===== src/rtl/riscv_mem_arbiter.sv =====
// Shares one block-wide DRAM port between the I-cache refill and D-cache refill/write-back paths.
// Build option RISCV_ARB_RR_EN: round-robin on simultaneous requests (default: D side has priority).
module riscv_mem_arbiter #(
    parameter int DATA_WIDTH = 128,
    parameter int S_ADDR     = 10
) (
    input  logic                  i_riscv_arb_clk,
    input  logic                  i_riscv_arb_rst,
    input  logic                  i_riscv_arb_d_wren,
    input  logic                  i_riscv_arb_d_rden,
    input  logic [S_ADDR-1:0]     i_riscv_arb_d_addr,
    input  logic [DATA_WIDTH-1:0] i_riscv_arb_d_wdata,
    output logic [DATA_WIDTH-1:0] o_riscv_arb_d_rdata,
    output logic                  o_riscv_arb_d_ready,
    input  logic                  i_riscv_arb_i_rden,
    input  logic [S_ADDR-1:0]     i_riscv_arb_i_addr,
    output logic [DATA_WIDTH-1:0] o_riscv_arb_i_rdata,
    output logic                  o_riscv_arb_i_ready,
    output logic                  o_riscv_arb_mem_wren,
    output logic                  o_riscv_arb_mem_rden,
    output logic [S_ADDR-1:0]     o_riscv_arb_mem_addr,
    output logic [DATA_WIDTH-1:0] o_riscv_arb_mem_wdata,
    input  logic [DATA_WIDTH-1:0] i_riscv_arb_mem_rdata,
    input  logic                  i_riscv_arb_mem_ready
);

    typedef enum logic [1:0] {IDLE, D_BUSY, I_BUSY, RESP} state_t;

    state_t                  state_q, state_d;
    logic                    mem_wren_q, mem_wren_d;
    logic                    mem_rden_q, mem_rden_d;
    logic [S_ADDR-1:0]       mem_addr_q, mem_addr_d;
    logic [DATA_WIDTH-1:0]   mem_wdata_q, mem_wdata_d;
    logic [DATA_WIDTH-1:0]   d_rdata_q, d_rdata_d;
    logic [DATA_WIDTH-1:0]   i_rdata_q, i_rdata_d;
    logic                    d_ready_q, d_ready_d;
    logic                    i_ready_q, i_ready_d;
    logic                    d_req, i_req, grant_d;
`ifdef RISCV_ARB_RR_EN
    logic                    last_d_q, last_d_d;   // 1: D side won the most recent grant
`endif

    assign d_req = i_riscv_arb_d_wren | i_riscv_arb_d_rden;
    assign i_req = i_riscv_arb_i_rden;

`ifdef RISCV_ARB_RR_EN
    assign grant_d = d_req & (~i_req | ~last_d_q);
`else
    assign grant_d = d_req;
`endif

    always_comb begin
        state_d     = state_q;
        mem_wren_d  = mem_wren_q;
        mem_rden_d  = mem_rden_q;
        mem_addr_d  = mem_addr_q;
        mem_wdata_d = mem_wdata_q;
        d_rdata_d   = d_rdata_q;
        i_rdata_d   = i_rdata_q;
        d_ready_d   = 1'b0;
        i_ready_d   = 1'b0;
`ifdef RISCV_ARB_RR_EN
        last_d_d    = last_d_q;
`endif
        case (state_q)
            IDLE: begin
                if (grant_d) begin
                    // A write wins over a simultaneous read on the D side.
                    mem_wren_d  = i_riscv_arb_d_wren;
                    mem_rden_d  = i_riscv_arb_d_rden & ~i_riscv_arb_d_wren;
                    mem_addr_d  = i_riscv_arb_d_addr;
                    mem_wdata_d = i_riscv_arb_d_wdata;
                    state_d     = D_BUSY;
`ifdef RISCV_ARB_RR_EN
                    last_d_d    = 1'b1;
`endif
                end else if (i_req) begin
                    mem_rden_d  = 1'b1;
                    mem_addr_d  = i_riscv_arb_i_addr;
                    state_d     = I_BUSY;
`ifdef RISCV_ARB_RR_EN
                    last_d_d    = 1'b0;
`endif
                end
            end
            D_BUSY, I_BUSY: begin
                if (i_riscv_arb_mem_ready) begin
                    mem_wren_d = 1'b0;
                    mem_rden_d = 1'b0;
                    if (state_q == D_BUSY) begin
                        d_ready_d = 1'b1;
                        if (mem_rden_q) d_rdata_d = i_riscv_arb_mem_rdata;
                    end else begin
                        i_ready_d = 1'b1;
                        i_rdata_d = i_riscv_arb_mem_rdata;
                    end
                    state_d = RESP;
                end
            end
            default: state_d = IDLE;
        endcase
    end

    always_ff @(posedge i_riscv_arb_clk or negedge i_riscv_arb_rst) begin
        if (!i_riscv_arb_rst) begin
            state_q     <= IDLE;
            mem_wren_q  <= 1'b0;
            mem_rden_q  <= 1'b0;
            mem_addr_q  <= '0;
            mem_wdata_q <= '0;
            d_rdata_q   <= '0;
            i_rdata_q   <= '0;
            d_ready_q   <= 1'b0;
            i_ready_q   <= 1'b0;
`ifdef RISCV_ARB_RR_EN
            last_d_q    <= 1'b0;
`endif
        end else begin
            state_q     <= state_d;
            mem_wren_q  <= mem_wren_d;
            mem_rden_q  <= mem_rden_d;
            mem_addr_q  <= mem_addr_d;
            mem_wdata_q <= mem_wdata_d;
            d_rdata_q   <= d_rdata_d;
            i_rdata_q   <= i_rdata_d;
            d_ready_q   <= d_ready_d;
            i_ready_q   <= i_ready_d;
`ifdef RISCV_ARB_RR_EN
            last_d_q    <= last_d_d;
`endif
        end
    end

    assign o_riscv_arb_mem_wren  = mem_wren_q;
    assign o_riscv_arb_mem_rden  = mem_rden_q;
    assign o_riscv_arb_mem_addr  = mem_addr_q;
    assign o_riscv_arb_mem_wdata = mem_wdata_q;
    assign o_riscv_arb_d_rdata   = d_rdata_q;
    assign o_riscv_arb_i_rdata   = i_rdata_q;
    assign o_riscv_arb_d_ready   = d_ready_q;
    assign o_riscv_arb_i_ready   = i_ready_q;

endmodule


===== config.mk =====
export PLATFORM = sky130hd
export DESIGN_NAME = riscv_mem_arbiter
export DESIGN_NICKNAME = d
export VERILOG_FILES = /design/src/rtl/riscv_mem_arbiter.sv
export SDC_FILE = /design/constraint.sdc
export NUM_CORES = 1
export LEC_CHECK = 0
export CORE_AREA = 2 2 267 269
export CTS_CLUSTER_DIAMETER = 200
export DETAILED_ROUTE_END_ITERATION = 12
export DIE_AREA = 0 0 269 271
export PLACE_DENSITY_LB_ADDON = 0.3
export SLEW_MARGIN = 25
export SYNTH_ARGS = -nofsm -noshare
export SYNTH_HDL_FRONTEND = slang
export SYNTH_SLANG_ARGS = --single-unit

===== constraint.sdc =====
create_clock -name i_riscv_arb_clk -period 1.8 [get_ports i_riscv_arb_clk]
set_input_delay 0.54 -clock i_riscv_arb_clk [delete_from_list [all_inputs] [get_ports i_riscv_arb_clk]]
set_output_delay 0.54 -clock i_riscv_arb_clk [all_outputs]
set_load 0.005 [all_outputs]

==> results_dict.tcl, run 1 <==
set metrics [dict create \
    status "completed" \
    cts_buffers 48 \
    fp-row-count 97 \
    relSlewSlack_pct 75.0 \
    final_period_minus_worst_setup_slack_ps 1780 \
    cts_max_level 2 \
    netlist_area_um2 15900 \
    finalHoldViolations 0 \
    rsz0062_at_grt "yes" \
    p_leak_nw 12.4 \
    grt_use_met3_pct 4.86 \
    io_buffers 679 \
    max_slew.worst_pin.slew_ps 374 \
    synthTopCellsByArea "dfrtp_1 (63%), mux2_4 (18%), mux2_2 (13%), buf_6 (1.9%), mux2_1 (1.1%)" \
    tritoncts "built" \
    nets 2036 \
    synth_async_sr_flop_share_pct 100 \
    drc_errors 0 \
    place_inst 2542 \
    path_class "reg -> reg" \
    grt-ovfl-total 0 \
    grt_max_degree 63 \
    cts.path.max_buffers 3 \
    viasPerCell 3.98 \
    avgSynthCellArea_um2 17.8 \
    netlist_instances 891 \
    synth_nets 1177 \
    fill_cells 6614 \
    hold_class "in -> async" \
    clock-sinks 400 \
    wl_per_cell_um 19.4 \
    ys_seq_area_share_pct 63.0 \
    synth_edf_count 0 \
    vias 10900 \
    yosysMostFrequentCell "dfrtp_1" \
    maxCapViolCount 0 \
    place_congestion 0.790 \
    power_density_nw_per_um2 1800 \
    first_iter_violations 386 \
    synth_top_area_cell "dfrtp_1" \
    start_util_pct 22.8 \
    max_freq_mhz 560 \
    synth_common_cells "dfrtp_1 (400), mux2_4 (190), mux2_2 (179)" \
    timing.final.ws_setup_ps 15.1 \
    clk_latency_ps 570 \
    synth.ff_latch_count 400 \
    ir_worst_vdd_v 0.000847 \
    synth_ff_type "dfrtp_1" \
    yosys.area.top_type_share_pct 63.0 \
    grt_pass1_wl_um 77500 \
    die_h_um 271 \
    area_growth_pct 69.0 \
    grtUsageMet2_pct 25.2 \
    setup_violations 0 \
    critical_path.max_fanout 14 \
    arrival_ps 2230 \
    drt-total-wl_um 52900 \
    grtUsageMet1_pct 15.0 \
    grt_pass1_vias 12200 \
    finalPower_mw 48.4 \
    drt_first_pass_iters 4 \
    clock_skew_ps 8.97 \
    drv_slew 0 \
    core_area_um2 69800 \
    fin_cells 2729 \
    place_hpwl_um 39000 \
    ios 680 \
    dieWidth_um 269 \
    die_area_um2 72900 \
    cts_root_buf "clkbuf_16" \
    antenna_cells 0 \
    antenna_found_initial 4 \
    drive_gt1_share_pct 38.2 \
    crit_path_start_kind "register" \
    ys_types 28 \
    critPathCaptureType "register" \
    track_usage_pct 14.0 \
    grt-busiest-layer "met2" \
    yosysWarnings 0 \
    worstPathRequired_ps 2240 \
    fin_crit_sh_pct 99.2 \
    clk_pin_slew_ps 60 \
    ant_nets 0 \
    pre_cts_ws_ps -483 \
]
-- layer usage --
layer / up-vias / routed length, um / part of all wire (%)
li1: 4861 / - / -
met1: 5478 / 19200 / 36
met2: 424 / 27500 / 52
met3: 94 / 4490 / 8.5
met4: 4 / 1600 / 3.0
met5: - / 23 / 0.043
-- cell usage in the layout, fill, tap and decap left out, types with 2 or more instances in the layout --
cell type,n
a32o_1,2
and2_4,2
buf_12,17
buf_16,5
buf_2,9
buf_4,141
buf_6,7
buf_8,2
bufinv_16,6
clkbuf_1,9
clkbuf_16,51
clkbuf_2,12
clkbuf_8,16
clkdlybuf4s15_1,310
clkdlybuf4s15_2,28
clkdlybuf4s50_1,280
clkinv_2,4
clkinvlp_4,2
dfrtp_1,400
dlygate4sd2_1,39
ha_1,2
ha_4,2
inv_1,5
inv_2,2
inv_6,3
mux2_1,15
mux2_2,173
mux2_4,196
mux2i_1,10
nand2_1,11
nand2_8,2
nor2_1,2
o21ai_0,11
-- logic make-up (layout without fill, tap and decap cells) --
family                     Yosys count  in the layout  synth area share (%)
and+or+nand+nor                     20             21                 0.623
adders and majority gates            4              4                 0.315
DFF                                400            400                  63.0
muxes                              394            394                  32.4
buffers and inverters               52            949                  2.81
AOI/OAI and AO/OA                   21             21                 0.851
-- worst paths after layout --
check                                                          from                               endpoint  slack [ps]  depth (start not counted)
worst max-delay path                         state_q[1]$_DFFE_PN0P_    o_riscv_arb_i_rdata[54]$_DFFE_PN0P_          20                          7
worst min-delay path                                i_riscv_arb_rst    o_riscv_arb_i_rdata[56]$_DFFE_PN0P_         450                          2
worst max register to register               state_q[1]$_DFFE_PN0P_    o_riscv_arb_i_rdata[54]$_DFFE_PN0P_          20                          7
worst min register to register  o_riscv_arb_mem_addr[6]$_DFFE_PN0P_    o_riscv_arb_mem_addr[6]$_DFFE_PN0P_         480                          2
max in group asynchronous                           i_riscv_arb_rst  o_riscv_arb_mem_wdata[86]$_DFFE_PN0P_         620                          3
min in group i_riscv_arb_clk    o_riscv_arb_mem_addr[6]$_DFFE_PN0P_    o_riscv_arb_mem_addr[6]$_DFFE_PN0P_         480                          2
-- registers in the layout (all words and copies together) (netlist names) --
signal and flops:
o_riscv_arb_d_rdata 128, o_riscv_arb_d_ready 1, o_riscv_arb_i_rdata 128, o_riscv_arb_i_ready 1, o_riscv_arb_mem_addr 10, o_riscv_arb_mem_rden 1
o_riscv_arb_mem_wdata 128, o_riscv_arb_mem_wren 1, state_q 2
-- metrics by stage --
stage               hold slack [ps]  util [%]  TNS, ps  instance area (um^2)
floorplan                       244         -     -124                 15900
global placement                454      34.8  -130080                 24300
detailed placement              456      34.8  -137590                 24300
CTS                             420      38.1    -4480                 26600
global route                    439      38.5    -1600                 26800
finish                          453      38.5        0                 26800
-- worst max-delay path, stage by stage (launching register included) --
cell and delay, ps:
dfrtp_1 390, inv_2 100, ha_4 210, and2_4 160, nand2b_4 100, buf_12 180
buf_12 180, mux2_4 310
-- report_power, final --
part / internal, mW / switching, mW
Sequential: 13.7 / 2.56
Combinational: 14.3 / 7.43
Clock: 6.51 / 3.93
Total: 34.5 / 13.9
-- timing repair --
item                                    CTS  global route
gates resized for setup                 774            76
pin swaps                                 0             2
gates cloned                              3             3
endpoints found under the hold margin    13             0
endpoints found under the setup margin  581           246
setup buffers                            67            28
hold buffers                              1             0
-- cell type report --
type / instances / area [um^2] / share of cell area, %
Sequential cell: 400 / 10000 / 37.3
Timing Repair Buffer: 853 / 8370 / 31.2
Multi-Input combinational cell: 440 / 5530 / 20.6
Clock buffer: 74 / 1480 / 5.52
Tap cell: 940 / 1180 / 4.38
Clock inverter: 15 / 241 / 0.900
Inverter: 7 / 26.3 / 0.0979
Note: power is estimated with default switching activity, not from simulation.
==> run 2, diff against run 1 <==
--- a/config.mk
+++ b/config.mk
@@ -10,7 +10,7 @@
 export DETAILED_ROUTE_END_ITERATION = 12
 export DIE_AREA = 0 0 269 271
 export PLACE_DENSITY_LB_ADDON = 0.3
-export SLEW_MARGIN = 25
+export SLEW_MARGIN = 20
 export SYNTH_ARGS = -nofsm -noshare
 export SYNTH_HDL_FRONTEND = slang
 export SYNTH_SLANG_ARGS = --single-unit
==> results of run 2 <==
Same layout as run 1: the final DEF is identical, and so are final timing and power.
